--- src/rtl/imem_loader.sv ---
// imem_loader: streams a length-prefixed byte image into instruction memory and holds the core in reset until its checksum verifies
module imem_loader #(
    parameter int unsigned MEM_BYTES = 4096,
    parameter logic [31:0] BASE_ADDR = 32'h0000_0000
) (
    input  logic        clk,
    input  logic        rst_n,
    input  logic        start,
    input  logic        s_valid,
    input  logic [7:0]  s_data,
    output logic        s_ready,
    output logic        mem_we,
    output logic [31:0] mem_addr,
    output logic [31:0] mem_wdata,
    output logic [3:0]  mem_wstrb,
    output logic        busy,
    output logic        done,
    output logic        err,
    output logic        cpu_rst_n
);
    typedef enum logic [2:0] {IDLE, LEN, DATA, CSUM, DONE, ERR} state_t;

    state_t      state_q, state_d;
    logic [31:0] len_q, len_d, cnt_q, cnt_d, buf_q, buf_d;
    logic [31:0] addr_q, addr_d, wdata_q, wdata_d;
    logic [7:0]  sum_q, sum_d;
    logic [3:0]  strb_q, strb_d, wstrb_q, wstrb_d;
    logic        we_q, we_d, ready_q, busy_q, done_q, err_q, cpu_q;
    logic        acc, last;
    logic [1:0]  lane;
    logic [31:0] shifted, len_full, buf_new;
    logic [3:0]  strb_new;

    // The byte counter doubles as the header byte index and the payload byte index, so its low bits pick the lane
    assign acc      = s_valid && ready_q;
    assign lane     = cnt_q[1:0];
    assign last     = cnt_q == len_q - 32'd1;
    assign shifted  = 32'(s_data) << {lane, 3'b000};
    assign len_full = len_q | shifted;
    assign buf_new  = buf_q | shifted;
    assign strb_new = strb_q | (4'b0001 << lane);

    // Next-state: header assembly, payload packing with word commit, checksum verdict
    always_comb begin
        state_d = state_q;
        len_d   = len_q;
        cnt_d   = cnt_q;
        sum_d   = sum_q;
        buf_d   = buf_q;
        strb_d  = strb_q;
        we_d    = 1'b0;
        addr_d  = addr_q;
        wdata_d = wdata_q;
        wstrb_d = wstrb_q;
        case (state_q)
            IDLE, DONE, ERR: if (start) begin
                state_d = LEN;
                len_d   = '0;
                cnt_d   = '0;
                sum_d   = '0;
                buf_d   = '0;
                strb_d  = '0;
            end
            LEN: if (acc) begin
                len_d = len_full;
                cnt_d = cnt_q + 32'd1;
                if (lane == 2'd3) begin
                    cnt_d   = '0;
                    state_d = len_full > MEM_BYTES ? ERR : len_full == 32'd0 ? CSUM : DATA;
                end
            end
            DATA: if (acc) begin
                sum_d  = sum_q + s_data;
                cnt_d  = cnt_q + 32'd1;
                buf_d  = buf_new;
                strb_d = strb_new;
                if (lane == 2'd3 || last) begin
                    we_d    = 1'b1;
                    addr_d  = BASE_ADDR + {cnt_q[31:2], 2'b00};
                    wdata_d = buf_new;
                    wstrb_d = strb_new;
                    buf_d   = '0;
                    strb_d  = '0;
                end
                if (last) state_d = CSUM;
            end
            CSUM: if (acc) state_d = (sum_q + s_data) == 8'd0 ? DONE : ERR;
            default: state_d = IDLE;
        endcase
    end

    // State and registered outputs, all derived from the next state so they line up with it
    always_ff @(posedge clk or negedge rst_n) begin
        if (!rst_n) begin
            state_q <= IDLE;
            len_q   <= '0;
            cnt_q   <= '0;
            sum_q   <= '0;
            buf_q   <= '0;
            strb_q  <= '0;
            we_q    <= 1'b0;
            addr_q  <= '0;
            wdata_q <= '0;
            wstrb_q <= '0;
            ready_q <= 1'b0;
            busy_q  <= 1'b0;
            done_q  <= 1'b0;
            err_q   <= 1'b0;
            cpu_q   <= 1'b0;
        end else begin
            state_q <= state_d;
            len_q   <= len_d;
            cnt_q   <= cnt_d;
            sum_q   <= sum_d;
            buf_q   <= buf_d;
            strb_q  <= strb_d;
            we_q    <= we_d;
            addr_q  <= addr_d;
            wdata_q <= wdata_d;
            wstrb_q <= wstrb_d;
            ready_q <= state_d inside {LEN, DATA, CSUM};
            busy_q  <= state_d inside {LEN, DATA, CSUM};
            done_q  <= state_d == DONE;
            err_q   <= state_d == ERR;
            cpu_q   <= state_d == DONE;
        end
    end

    assign s_ready   = ready_q;
    assign mem_we    = we_q;
    assign mem_addr  = addr_q;
    assign mem_wdata = wdata_q;
    assign mem_wstrb = wstrb_q;
    assign busy      = busy_q;
    assign done      = done_q;
    assign err       = err_q;
    assign cpu_rst_n = cpu_q;
endmodule

--- config.mk ---
export PLATFORM = sky130hd
export DESIGN_NAME = imem_loader
export DESIGN_NICKNAME = d
export VERILOG_FILES = /design/src/rtl/imem_loader.sv
export SDC_FILE = /design/constraint.sdc
export NUM_CORES = 1
export LEC_CHECK = 0
export BUFFER_PORTS_ARGS = -buffer_cell sky130_fd_sc_hd__clkbuf_2
export CELL_PAD_IN_SITES_DETAIL_PLACEMENT = 1
export CELL_PAD_IN_SITES_GLOBAL_PLACEMENT = 1
export CORE_MARGIN = 2
export CORE_UTILIZATION = 40
export DETAILED_ROUTE_END_ITERATION = 8
export PLACE_DENSITY = 0.75
export SLEW_MARGIN = 20
export SYNTH_ARGS = -nofsm -noshare
export SYNTH_HDL_FRONTEND = slang
export SYNTH_SLANG_ARGS = --single-unit
export TNS_END_PERCENT = 20
--- constraint.sdc ---
create_clock -name clk -period 7.95 [get_ports clk]
set_input_delay 0.3975 -clock clk [delete_from_list [all_inputs] [get_ports clk]]
set_output_delay 0.3975 -clock clk [all_outputs]
set_load 0.05 [all_outputs]
==> flow_metrics.env, run 1 <==
export IMPL_rsz0062_at_grt="false"
export IMPL_overflow=0
export IMPL_clock_skew_ns=0.01679
export IMPL_cp_slowest_cell="a21oi_4"
export IMPL_postPlaceCellArea_mm2=0.01004
export IMPL_power_per_cell_area_mw_per_mm2=269.1
export IMPL_worst_pin_slew_ns=0.9855
export IMPL_vias=7714
export IMPL_finalHoldViolations=0
export IMPL_crit_buf_inv=1
export IMPL_die_y_um=158.1
export IMPL_ys_flop_type="dfrtp_1"
export IMPL_worst_path_largest_cell_delay_ns=0.82
export IMPL_yosys_top_cells_count="dfrtp_1, nor2_1, a21oi_1, nor3_1, nand2_1"
export IMPL_clock_sinks=181
export IMPL_synthDistinctLibCells=73
export IMPL_intPower_uw=1732
export IMPL_report_power_total_uw=2868
export IMPL_grtUsageTotal_pct=22.49
export IMPL_antenna_found_initial=0
export IMPL_clockBufferDepth=2
export IMPL_layout_drive_gt1_share_pct=15.24
export IMPL_die_w_um=158.1
export IMPL_synth_top_cell_area_share_pct=47.71
export IMPL_ys_ff_latch=181
export IMPL_gp_congestion=0.8486
export IMPL_drtAntennaViolNets=0
export IMPL_num_antenna_cells=0
export IMPL_drtIter0Drc=437
export IMPL_yosysMostFrequentCell="dfrtp_1"
export IMPL_end_kind="flop"
export IMPL_grt_max_degree=108
export IMPL_ys_seq_area_share_pct=47.71
export IMPL_clkLatencyLatePin_ns=0.45
export IMPL_fmax_mhz=239.6
export IMPL_holdWs_ns=0.03151
export IMPL_peakVddDrop_mv=0.1448
export IMPL_clkTransAtPathRegs_ns=0.08
export IMPL_place_worst_setup_slack_ns=3.866
export IMPL_fillCellCount=2737
export IMPL_io_buffers=83
export IMPL_core_rowCount=56
export IMPL_cp_arrival_ns=4.44
export IMPL_root_buffer="clkbuf_16"
export IMPL_path_class="reg -> reg"
export IMPL_vias_per_cell=5.635
export IMPL_ys_warn_count=0
export IMPL_first_global_vias=7947
export IMPL_p_sw_uw=1135
export IMPL_maxCapViolations=0
export IMPL_worstPathRequired_ns=8.22
export IMPL_drt_pass1_iterations=5
export IMPL_cpLargestDelayFamily="simple AND/OR/NAND/NOR gates"
export IMPL_routedWlPerCell_um=19.79
export IMPL_relSlewSlack_pct=34.06
export IMPL_report_final_slew_viol_count=0
export IMPL_core_area_mm2=0.02340
export IMPL_post_cts_buffers=0
export IMPL_avgSynthCellArea_um2=9.609
export IMPL_p_clk_share_pct=30.7
export IMPL_cts_buffers_inserted=17
export IMPL_synth_edf_count=0
export IMPL_wl_um=27090
export IMPL_hpwlAfterDp_um=18450
export IMPL_crit_fanout=38
export IMPL_grt_pass1_wl_um=43430
export IMPL_htree_levels=4
export IMPL_fp_dieArea_mm2=0.02498
export IMPL_netlist_area_mm2=0.009494
export IMPL_min_period_ns=4.173
export IMPL_area_growth_pct=12.23
export IMPL_cts_resized=0
export IMPL_synth_area_leaders="dfrtp_1, a21oi_1, nor2_1"
export IMPL_pwr_share_comb_pct=27.2
export IMPL_cp_cell_sequence="nor4_1 -> nand4_1 -> or3_1 -> a2111oi_2 -> nor2_1 -> nor4_2 -> nand2_1 -> buf_4 -> a21oi_4 -> a21oi_1"
export IMPL_hold_path_class="in -> async"
export IMPL_setup_viol=0
export IMPL_cts_tree="yes"
export IMPL_seqPwrFrac_pct=42.0
export IMPL_leakagePower_uw=0.005177
export IMPL_fin_setup_tns_ns=0
export IMPL_swShare_pct=39.59
export IMPL_finalCritPeriodShare_pct=52.49
export IMPL_num_io_pins=86
export IMPL_postSynthCellCount=988
export IMPL_fin_nets=1063
export IMPL_setup_slack_ns=3.777
export IMPL_worstSetupStartpointType="flop"
export IMPL_hold_buffers=0
export IMPL_synthArstFlopShare_pct=100.0
export IMPL_final_area_mm2=0.01066
export IMPL_floorplan_initialDensity_pct=40.57
export IMPL_synth_largest_area_cell="dfrtp_1"
export IMPL_drc=0
export IMPL_status="finished clean"
==> worst register-to-register path: stages, from the launching register on <==
cell and delay (ns):
dfrtp_1 0.48, nor4_1 0.57, nand4_1 0.38, or3_1 0.42, a2111oi_2 0.29, nor2_1 0.15
nor4_2 0.34, nand2_1 0.10, buf_4 0.27, a21oi_4 0.85, a21oi_1 0.15
==> power by group through the flow <==
stage | combinational [µW] | sequential [µW] | clock [µW]
floorplan | 582 | 1140 | 0
global placement | 756 | 1210 | 0
detailed placement | 765 | 1220 | 0
CTS | 777 | 1200 | 897
global route | 866 | 1220 | 933
finish | 781 | 1210 | 882
==> stage by stage <==
step,std cells,util (%)
2_1_floorplan,989,-
3_3_place_gp,1336,42.80
3_5_place_dp,1337,42.92
4_1_cts,1369,45.51
5_1_grt,1369,45.53
6_report,1369,45.53
==> final cells by class <==
type / instances / area (µm²) / share of cell area (%)
repair buffers: 92 / 511.7 / 4.803
well taps: 319 / 399.1 / 3.746
clock buffers: 17 / 425.4 / 3.992
flip-flops and latches: 181 / 4529 / 42.51
inverters: 50 / 187.7 / 1.761
multi-input cells: 695 / 4422 / 41.50
clock inverters: 15 / 180.2 / 1.691
==> logic make-up (layout without fill, tap and decap cells) <==
kind of cell               Yosys count  after routing  share of synthesized area (%)
adders and majority gates           14             14                          1.924
DFF                                181            181                          47.71
buffers and inverters              113            174                          5.838
AOI/OAI and AO/OA                  196            196                          12.12
muxes                               68             68                          7.565
xor gates and xnor gates            62             62                          5.864
and+or+nand+nor                    353            353                          18.94
other                                1              2                        0.03950
==> final timing paths <==
check                                 start      endpoint  slack [ns]  cells past startpoint
max in group asynchronous             rst_n  mem_wdata[4]        6.31                      2
worst min register to register  mem_addr[6]   mem_addr[6]        0.50                      1
worst max-delay path               len_q[2]     buf_q[12]        3.78                     10
worst max register to register     len_q[2]     buf_q[12]        3.78                     10
worst min-delay path                  rst_n  mem_addr[19]        0.03                      1
min in group clk                      start    state_q[2]        0.33                      2
==> metal layers <==
metal  track usage (%)  vias up  part of all wire, %
met5                 0        -                    0
met1             30.92     3882                   46
li1                  -     3557                    -
met4             7.422        0                  2.3
met3             4.051       56                  5.5
met2             35.96      219                   46
==> flip-flops by register name (all words and copies together) (netlist names) <==
signal and flops:
buf_q 32, busy 1, cnt_q 32, cpu_rst_n 1, err 1, len_q 32
mem_addr 30, mem_wdata 32, mem_we 1, mem_wstrb 4, state_q 3, strb_q 4
sum_q 8
==> cells in the final DEF (no fill, tap or decap), types with 17 or more instances in the layout <==
master | Yosys | routed
dfrtp_1 | 181 | 181
o21ai_0 | 32 | 32
clkbuf_2 | 1 | 82
nor2_1 | 129 | 128
nand2_1 | 48 | 48
mux2_2 | 19 | 19
clkbuf_16 | 0 | 17
xor2_1 | 23 | 23
a21oi_1 | 112 | 112
inv_1 | 47 | 47
nand4_1 | 17 | 17
nand3_1 | 18 | 18
xnor2_1 | 38 | 38
mux2i_1 | 38 | 38
nor4_1 | 17 | 17
nor3_1 | 50 | 50
(Power assumes the default switching activity.)
==> inputs of run 2 (changes only) <==
ABC_AREA = 1   (was default)
PLACE_DENSITY = 0.82   (was 0.75)
clock period = 3.4 ns   (was 7.95 ns; I/O delays follow)
==> flow_metrics.env, run 2 <==
export IMPL_status="finished clean"
export IMPL_hold_path_depth=3
export IMPL_p_sw_uw=4187
export IMPL_end_kind="flop"
export IMPL_fin_setup_tns_ns=0
export IMPL_ys_ff_latch=181
export IMPL_avgSynthCellArea_um2=7.248
export IMPL_fmax_mhz=326.4
export IMPL_layout_commonest_cell="nand2_1"
export IMPL_cp_slowest_cell="buf_4"
export IMPL_ys_warn_count=0
export IMPL_hold_buffers=1
export IMPL_drtAntennaViolNets=0
export IMPL_clkTransAtPathRegs_ns=0.08
export IMPL_rrSetupSlack_ns=0.34
export IMPL_grtUsageTotal_pct=25.35
export IMPL_path_class="reg -> reg"
export IMPL_cp_arrival_ns=3.46
export IMPL_antenna_found_initial=0
export IMPL_core_rowCount=59
export IMPL_swShare_pct=48.63
export IMPL_drtIter0Drc=662
export IMPL_seqPwrFrac_pct=29.6
export IMPL_hold_path_class="in -> reg"
export IMPL_clock_sinks=181
export IMPL_layout_drive_gt1_share_pct=11.31
export IMPL_maxCapViolations=0
export IMPL_cts_tree="yes"
export IMPL_intPower_uw=4423
export IMPL_rsz0062_at_grt="false"
export IMPL_floorplan_initialDensity_pct=40.48
export IMPL_yosys_top_cells_count="nand2_1, dfrtp_1, nand3_1, nor2_1, inv_1"
export IMPL_cts_buffers_inserted=17
export IMPL_fp_dieArea_mm2=0.02753
export IMPL_ys_flop_type="dfrtp_1"
export IMPL_r2r_start="len_q[1]"
export IMPL_hpwlAfterDp_um=25450
export IMPL_cts_resized=0
export IMPL_report_power_total_uw=8610
export IMPL_area_growth_pct=12.90
export IMPL_fin_nets=1534
export IMPL_report_final_slew_viol_count=0
export IMPL_num_antenna_cells=0
export IMPL_vias_per_cell=5.399
export IMPL_setup_viol=0
export IMPL_io_buffers=83
export IMPL_finalCritPeriodShare_pct=90.11
export IMPL_final_area_mm2=0.01184
export IMPL_peakVddDrop_mv=0.3172
export IMPL_drc=0
export IMPL_grt_max_degree=72
export IMPL_crit_top_cell="nand2_1"
export IMPL_postPlaceCellArea_mm2=0.01122
export IMPL_netlist_area_mm2=0.01049
export IMPL_yosysMostFrequentCell="nand2_1"
export IMPL_grt_pass1_wl_um=56020
export IMPL_core_area_mm2=0.02591
export IMPL_wl_um=34070
export IMPL_synthArstFlopShare_pct=100.0
export IMPL_postSynthCellCount=1447
export IMPL_clockBufferDepth=2
export IMPL_p_clk_share_pct=23.8
export IMPL_finalHoldViolations=0
export IMPL_min_period_ns=3.064
export IMPL_power_per_cell_area_mw_per_mm2=727.2
export IMPL_synth_largest_area_cell="dfrtp_1"
export IMPL_htree_levels=4
export IMPL_ys_seq_area_share_pct=43.19
export IMPL_first_global_vias=10540
export IMPL_clkLatencyLatePin_ns=0.45
export IMPL_root_buffer="clkbuf_16"
export IMPL_worst_pin_slew_ns=0.6779
export IMPL_synthDistinctLibCells=46
export IMPL_synth_top_cell_area_share_pct=43.19
export IMPL_synth_area_leaders="dfrtp_1, nand2_1, nand3_1"
export IMPL_pwr_share_comb_pct=46.5
export IMPL_post_cts_buffers=0
export IMPL_worstSetupStartpointType="flop"
export IMPL_cp_cell_sequence="inv_1 -> ha_1 -> nand2_2 -> nor2_2 -> nand2_1 -> nor2_1 -> xor2_1 -> nor2_1 -> nand2_1 -> nor2_2 -> nand3_4 -> nand2_2 -> nand2_2 -> buf_4 -> nand2_1 -> nand2_1"
export IMPL_leakagePower_uw=0.006253
export IMPL_worstRegToRegCells=16
export IMPL_die_y_um=165.9
export IMPL_hold_start="start"
export IMPL_die_w_um=165.9
export IMPL_routedWlPerCell_um=18.36
export IMPL_crit_fanout=43
export IMPL_synth_edf_count=0
export IMPL_num_io_pins=86
export IMPL_layout_common_cells="nand2_1, dfrtp_1, nand3_1, nor2_1, inv_1"
export IMPL_clock_skew_ns=0.01457
export IMPL_overflow=0
export IMPL_worstPathRequired_ns=3.79
export IMPL_relSlewSlack_pct=54.80
export IMPL_vias=10020
export IMPL_worst_path_largest_cell_delay_ns=0.43
export IMPL_drt_pass1_iterations=5
export IMPL_crit_path_start="len_q[1]"
export IMPL_holdWs_ns=0.09907
export IMPL_gp_congestion=0.8962
-- run 2: kinds of logic (layout without fill, tap and decap cells) --
logic type	count (synthesis)	after routing	synth area share, %
AO/OA/AOI/OAI	161	161	8.459
flip-flops	181	181	43.19
buffers and inverters	213	286	8.423
XOR/XNOR	43	43	3.591
adder cells (fa/ha/maj)	14	14	1.742
AND/OR/NAND/NOR	834	834	34.56
other	1	2	0.03576
-- run 2: path summary, 6_finish.rpt --
kind	end
min in group asynchronous	mem_addr[10]
hold / removal	state_q[2]
max in group asynchronous	mem_wstrb[2]
setup / recovery	mem_wdata[26]
hold reg to reg	mem_addr[15]
setup reg to reg	mem_wdata[26]
-- run 2: per-stage QoR --
step                setup slack [ns]  utilization [%]  cells
floorplan                      1.042                -   1448
global placement              0.6094            43.29   1823
detailed placement            0.3929            43.29   1823
CTS                           0.3798            45.70   1856
global route                  0.1285            45.70   1856
finish                        0.3363            45.70   1856
-- run 2: layer usage --
| layer | GRT usage [%] | up-vias | wire length (µm) |
|---|---|---|---|
| li1 | - | 4766 | - |
| met1 | 33.32 | 4955 | 15340 |
| met2 | 43.57 | 239 | 16660 |
| met3 | 3.980 | 60 | 1353 |
| met4 | 6.881 | 0 | 712 |
| met5 | 0 | - | 0 |
-- run 2: power groups by stage --
stage,Clock (µW),Sequential (µW),Combinational (µW)
detailed placement,0,2590,3940
global placement,0,2580,3830
floorplan,0,2600,2690
CTS,2080,2550,3980
finish,2050,2550,4000
global route,2180,2580,4440
-- run 2: layout make-up --
cell class,count,area (µm²)
Timing Repair Buffer,107,629.4
Clock inverter,14,173.9
Multi-Input combinational cell,1054,5097
Tap cell,335,419.2
Sequential cell,181,4529
Fill cell,3319,14070
Inverter,147,551.8
Clock buffer,18,439.2
-- run 2: critical path, delay by kind of cell (launching register included) --
kind | cells | cell delay, ns
XOR/XNOR | 1 | 0.24
AND/OR/NAND/NOR | 12 | 1.51
buffers and inverters | 2 | 0.56
flip-flops | 1 | 0.41
adder cells (fa/ha/maj) | 1 | 0.28
